<file path="src/rtl/or3_arb_pkg.sv">
// Shared definitions for the OR3 round-robin arbiter: FSM encoding,
// operand width and grant-counter limits.
package or3_arb_pkg;

    typedef enum logic [1:0] {
        S_IDLE  = 2'd0,
        S_ISSUE = 2'd1,
        S_RESP  = 2'd2
    } state_t;

    localparam int              OPW     = 3;
    localparam int              CNTW    = 8;
    localparam logic [CNTW-1:0] CNT_MAX = 8'hFF;

endpackage

</file>
<file path="src/rtl/MOD_74x32_3.sv">
// Three-gate slice of a 74x32 quad 2-input OR, used as the shared OR unit.
module MOD_74x32_3 (
    input  logic [2:0] A,
    input  logic [2:0] B,
    output logic [2:0] Y
);

    assign Y = A | B;

endmodule

</file>
<file path="src/rtl/rr_pick.sv">
// Combinational round-robin picker: the first set request bit is found by
// searching ptr, ptr+1, ..., N-1, 0, ..., ptr-1. The wrap uses an explicit
// compare against N, so non-power-of-2 N is handled correctly.
module rr_pick #(
    parameter int N   = 4,
    parameter int IDW = 2
) (
    input  logic [N-1:0]   req,
    input  logic [IDW-1:0] ptr,
    output logic [IDW-1:0] idx,
    output logic           valid
);

    logic [IDW:0] sum;

    // Scan the requesters in rotated order and keep the first hit.
    always_comb begin
        idx   = '0;
        valid = 1'b0;
        sum   = '0;
        for (int k = 0; k < N; k++) begin
            sum = {1'b0, ptr} + (IDW+1)'(k);
            if (sum >= (IDW+1)'(N)) begin
                sum = sum - (IDW+1)'(N);
            end
            if (!valid && req[sum[IDW-1:0]]) begin
                valid = 1'b1;
                idx   = sum[IDW-1:0];
            end
        end
    end

endmodule

</file>
<file path="src/rtl/or3_rr_arbiter.sv">
// Round-robin arbiter that shares one MOD_74x32_3 OR unit among N requesters.
// One transaction takes three cycles: grant and operand latch, issue with the
// result registered, then a one-cycle ACK.
// Optional build macro OR3_ARB_STATS_EN adds GNT_CNT, one saturating 8-bit
// grant counter per requester.
//
//   state   | meaning
//   --------+------------------------------------------------------------
//   S_IDLE  | waiting for a request; arbitrate, latch winner's operands
//   S_ISSUE | latched operands drive the shared OR; register Y, raise ACK
//   S_RESP  | ACK visible; advance the round-robin pointer, drop BUSY
module or3_rr_arbiter
    import or3_arb_pkg::*;
#(
    parameter int N   = 4,
    parameter int IDW = 2
) (
    input  logic             CLK,
    input  logic             RST,
    input  logic [N-1:0]     REQ,
    input  logic [3*N-1:0]   A,
    input  logic [3*N-1:0]   B,
    output logic [N-1:0]     ACK,
    output logic [2:0]       Y,
    output logic [IDW-1:0]   GNT_ID,
    output logic             BUSY
`ifdef OR3_ARB_STATS_EN
    ,
    output logic [8*N-1:0]   GNT_CNT
`endif
);

    state_t           state_q,  state_d;
    logic [IDW-1:0]   ptr_q,    ptr_d;
    logic [IDW-1:0]   gnt_id_q, gnt_id_d;
    logic [OPW-1:0]   op_a_q,   op_a_d;
    logic [OPW-1:0]   op_b_q,   op_b_d;
    logic [OPW-1:0]   y_q,      y_d;
    logic [N-1:0]     ack_q,    ack_d;
    logic             busy_q,   busy_d;

    logic [IDW-1:0]   pick_idx;
    logic             pick_valid;
    logic [OPW-1:0]   or_y;

    rr_pick #(
        .N   (N),
        .IDW (IDW)
    ) u_rr_pick (
        .req   (REQ),
        .ptr   (ptr_q),
        .idx   (pick_idx),
        .valid (pick_valid)
    );

    MOD_74x32_3 u_or (
        .A (op_a_q),
        .B (op_b_q),
        .Y (or_y)
    );

    // Next-state and datapath updates; ACK defaults low so it drops on RESP exit.
    always_comb begin
        state_d  = state_q;
        ptr_d    = ptr_q;
        gnt_id_d = gnt_id_q;
        op_a_d   = op_a_q;
        op_b_d   = op_b_q;
        y_d      = y_q;
        ack_d    = '0;
        busy_d   = busy_q;
        case (state_q)
            S_IDLE: begin
                if (pick_valid) begin
                    gnt_id_d = pick_idx;
                    for (int i = 0; i < N; i++) begin
                        if (pick_idx == IDW'(i)) begin
                            op_a_d = A[i*OPW +: OPW];
                            op_b_d = B[i*OPW +: OPW];
                        end
                    end
                    busy_d  = 1'b1;
                    state_d = S_ISSUE;
                end else begin
                    busy_d = 1'b0;
                end
            end
            S_ISSUE: begin
                y_d             = or_y;
                ack_d[gnt_id_q] = 1'b1;
                state_d         = S_RESP;
            end
            S_RESP: begin
                ptr_d   = (gnt_id_q == IDW'(N-1)) ? '0 : gnt_id_q + 1'b1;
                busy_d  = 1'b0;
                state_d = S_IDLE;
            end
            default: begin
                state_d = S_IDLE;
                busy_d  = 1'b0;
            end
        endcase
    end

    // State and datapath registers with synchronous reset; reset aborts any
    // in-flight transaction without an ACK.
    always_ff @(posedge CLK) begin
        if (RST) begin
            state_q  <= S_IDLE;
            ptr_q    <= '0;
            gnt_id_q <= '0;
            op_a_q   <= '0;
            op_b_q   <= '0;
            y_q      <= '0;
            ack_q    <= '0;
            busy_q   <= 1'b0;
        end else begin
            state_q  <= state_d;
            ptr_q    <= ptr_d;
            gnt_id_q <= gnt_id_d;
            op_a_q   <= op_a_d;
            op_b_q   <= op_b_d;
            y_q      <= y_d;
            ack_q    <= ack_d;
            busy_q   <= busy_d;
        end
    end

    assign ACK    = ack_q;
    assign Y      = y_q;
    assign GNT_ID = gnt_id_q;
    assign BUSY   = busy_q;

`ifdef OR3_ARB_STATS_EN
    logic [CNTW*N-1:0] gnt_cnt_q, gnt_cnt_d;

    // Bump the granted requester's counter on the ISSUE->RESP edge, holding at max.
    always_comb begin
        gnt_cnt_d = gnt_cnt_q;
        if (state_q == S_ISSUE) begin
            for (int i = 0; i < N; i++) begin
                if (gnt_id_q == IDW'(i) && gnt_cnt_q[i*CNTW +: CNTW] != CNT_MAX) begin
                    gnt_cnt_d[i*CNTW +: CNTW] = gnt_cnt_q[i*CNTW +: CNTW] + 1'b1;
                end
            end
        end
    end

    // Grant counters clear on reset.
    always_ff @(posedge CLK) begin
        if (RST) begin
            gnt_cnt_q <= '0;
        end else begin
            gnt_cnt_q <= gnt_cnt_d;
        end
    end

    assign GNT_CNT = gnt_cnt_q;
`endif

endmodule

</file>
<file path="config.mk">
export PLATFORM = sky130hd
export DESIGN_NAME = or3_rr_arbiter
export DESIGN_NICKNAME = d
export VERILOG_FILES = /design/src/rtl/or3_arb_pkg.sv /design/src/rtl/MOD_74x32_3.sv /design/src/rtl/rr_pick.sv /design/src/rtl/or3_rr_arbiter.sv
export SDC_FILE = /design/constraint.sdc
export NUM_CORES = 1
export LEC_CHECK = 0
export ABC_AREA = 0
export CAP_MARGIN = 20
export CELL_PAD_IN_SITES_DETAIL_PLACEMENT = 0
export CELL_PAD_IN_SITES_GLOBAL_PLACEMENT = 2
export CORE_MARGIN = 2
export CORE_UTILIZATION = 25
export CTS_CLUSTER_SIZE = 24
export DETAILED_ROUTE_END_ITERATION = 12
export HOLD_SLACK_MARGIN = 0.06
export PLACE_DENSITY = 0.82
export SLEW_MARGIN = 20
export SYNTH_ARGS = -nofsm -noshare
export SYNTH_HDL_FRONTEND = slang
export SYNTH_HIERARCHICAL = 1
export SYNTH_SLANG_ARGS = --single-unit
</file>
<file path="constraint.sdc">
create_clock -name CLK -period 3.6 [get_ports CLK]
set_input_delay 0.9 -clock CLK [delete_from_list [all_inputs] [get_ports CLK]]
set_output_delay 0.9 -clock CLK [all_outputs]
set_load 0.05 [all_outputs]
</file>
==> results_dict.tcl <==
set metrics [dict create \
    num-fill-cells 397 \
    cts_buffers 3 \
    synth_top_area_share 0.4118 \
    ctsLongestPathBuffers 2 \
    finalHoldViolations 0 \
    fp.coreArea_sq_um 3689 \
    rsz0062_at_grt "no" \
    synth_cell_types 24 \
    min_period_over_period 0.7517 \
    drtIter0Drc 26 \
    postSynthAreaPerCell_sq_um 9.531 \
    crit_type "in2reg" \
    antenna_left 0 \
    drv_slew 0 \
    slew_headroom 0.5568 \
    cp_cell_sequence "clkdlybuf4s50_1 -> inv_1 -> a221o_1 -> a21oi_1 -> buf_4 -> mux4_2 -> nand2_1 -> a21oi_1" \
    cts-resized-gates 0 \
    p_switching_mw 0.1454 \
    cp_data_required_time_ns 3.71 \
    peakVddDrop_mv 0.1341 \
    timing.fmax_mhz 369.5 \
    overflow 0 \
    timing.final.ws_setup_ns 0.8937 \
    fin_crit_ns 2.706 \
    fin_skew_ns 0.002842 \
    synth_edf_count 0 \
    synth_area_leaders "dfxtp_1 41%, mux4_2 14%, a21oi_1 6.2%" \
    grt_pass1_vias 866 \
    ios 40 \
    clkPwrFrac 0.290 \
    design.die.area_sq_um 4404 \
    antenna_found_initial 0 \
    hold_class "reg2reg" \
    grt_usage 0.1052 \
    first_pass_iters 4 \
    vias_per_cell 4.317 \
    seq_area_frac_synth 0.4118 \
    yosys_most_used_dff "dfxtp_1" \
    synth_cells 102 \
    die_w_um 66.36 \
    leakage_nw 0.5738 \
    grt_pass1_wl_um 3629 \
    syn-cell-area_sq_um 972.2 \
    nNetsFinal 176 \
    post-synth-top-count-cell "dfxtp_1" \
    place_ws_ns 0.6175 \
    finalSetupTns_ns 0 \
    wire_per_inst_um 10.45 \
    placed_cell_area_sq_um 1401 \
    outcome "completed" \
    row_count 22 \
    placed_cells 185 \
    diodes 0 \
    multi_input_area_sq_um 516.7 \
    comb_power_share 0.261 \
    max_cap_violations 0 \
    post_cts_buffers 0 \
    regArea_sq_um 400.4 \
    yosys_warnings 6 \
    worst_slew_pin_slew_ns 0.6648 \
    start_kind "input pin" \
    instances_no_fill 189 \
    root_buffer "clkbuf_8" \
    yosysTopAreaCell "dfxtp_1" \
    vias 816 \
    routabilityCongestion 0.7017 \
    synth-seq-cells 20 \
    cts_tree "built" \
    ctsHoldBuffers 0 \
    utilization 0.3948 \
    drc 0 \
    setup_viol 0 \
    cts.sink_count 20 \
    syn-num-nets 136 \
    drive_gt1_frac 0.09220 \
    worstSetupEndpointType "register" \
    ctsHtreeMaxLevel 1 \
    die_y_um 66.36 \
    synth_common_cells "20 x dfxtp_1, 16 x nand2_1, 12 x a21oi_1" \
    final_area_sq_um 1456 \
    clk_latency_ns 0.25 \
    cp_common_cell "a21oi_1" \
    io_buffers 39 \
    seqPwrFrac 0.449 \
    async_flop_share 0 \
    grt_max_degree 17 \
    synthToLayoutAreaGrowth_pct 49.81 \
    swShare 0.2603 \
    slowest_stage "mux4_2" \
    path_clk_slew_ns 0.07 \
    intPower_mw 0.4131 \
    routed_wl_um 1975 \
    start_util 0.2636 \
    arrival_ns 2.82 \
    slowest_delay_ns 0.52 \
    power_density_nw_per_um2 383.5 \
    path_max_fanout 7 \
]
-- sequential cells by signal, indices dropped and copies added (netlist names) --
| register | count |
|---|---|
| BUSY | 1 |
| state_q | 2 |
| Y | 3 |
| ptr_q | 2 |
| GNT_ID | 2 |
| ACK | 4 |
| op_b_q | 3 |
| op_a_q | 3 |
-- per-layer routing --
layer,GRT usage,vias up,part of all wire
met5,0,-,0
met4,0.03827,0,0
met3,0.02215,0,0.078
met2,0.1800,36,0.46
met1,0.1289,358,0.46
li1,-,422,-
-- through the flow --
step / total power [mW] / hold WS, ns
final: 0.5585 / 0.4522
after global placement: 0.4018 / 0.4391
after detailed placement: 0.4037 / 0.4424
after CTS: 0.5680 / 0.4524
after floorplan: 0.3471 / 0.4314
after global routing: 0.5920 / 0.4729
-- logic make-up after synthesis --
family          Yosys count  synth area share
mux                      12            0.2008
fa+ha+maj                 4           0.05148
flops                    20            0.4118
compound gates           15           0.08623
simple gates             39            0.1930
buf+inv                  12           0.05661
-- final timing paths --
check | start | end | slack, ns | depth (start not counted)
setup / recovery | REQ[1] | op_a_q[1]$_SDFFE_PP0P_ | 0.89 | 8
hold reg to reg | op_b_q[2]$_SDFFE_PP0P_ | op_b_q[2]$_SDFFE_PP0P_ | 0.45 | 2
setup reg to reg | ptr_q[0]$_SDFFE_PP0N_ | op_a_q[1]$_SDFFE_PP0P_ | 1.70 | 7
hold / removal | op_b_q[2]$_SDFFE_PP0P_ | op_b_q[2]$_SDFFE_PP0P_ | 0.45 | 2
-- critical path: cells and delay by family --
kind | cells | cell delay [ns]
compound gates | 3 | 0.53
buf+inv | 3 | 0.77
mux | 1 | 0.52
simple gates | 1 | 0.09
-- final cells by class --
type                       instances  area share
clock buffer                       4     0.03780
inverter                           7     0.01804
multi-input combinational         70      0.3548
sequential                        20      0.2749
tap                               48     0.04124
timing repair buffer              40      0.2732
-- placed cells by master, fill, tap and decap left out, types with 2 or more instances in the layout --
master,synthesis,final
clkbuf_8,0,4
dfxtp_1,20,20
clkdlybuf4s50_1,0,39
or2_1,3,3
mux4_2,6,6
ha_1,4,4
nand2_1,16,16
nor2_1,9,9
mux2i_1,6,6
and2_1,4,4
inv_1,6,6
a21oi_1,12,12
nand2b_1,2,2
-- power by group through the flow --
stage               clock network (mW)  logic (mW)  registers [mW]
global placement                     0       0.147           0.255
floorplan                            0      0.0706           0.276
detailed placement                   0       0.148           0.256
finish                           0.162       0.146           0.251
global route                     0.178       0.161           0.253
CTS                              0.169       0.148           0.251
(Power assumes the default switching activity.)
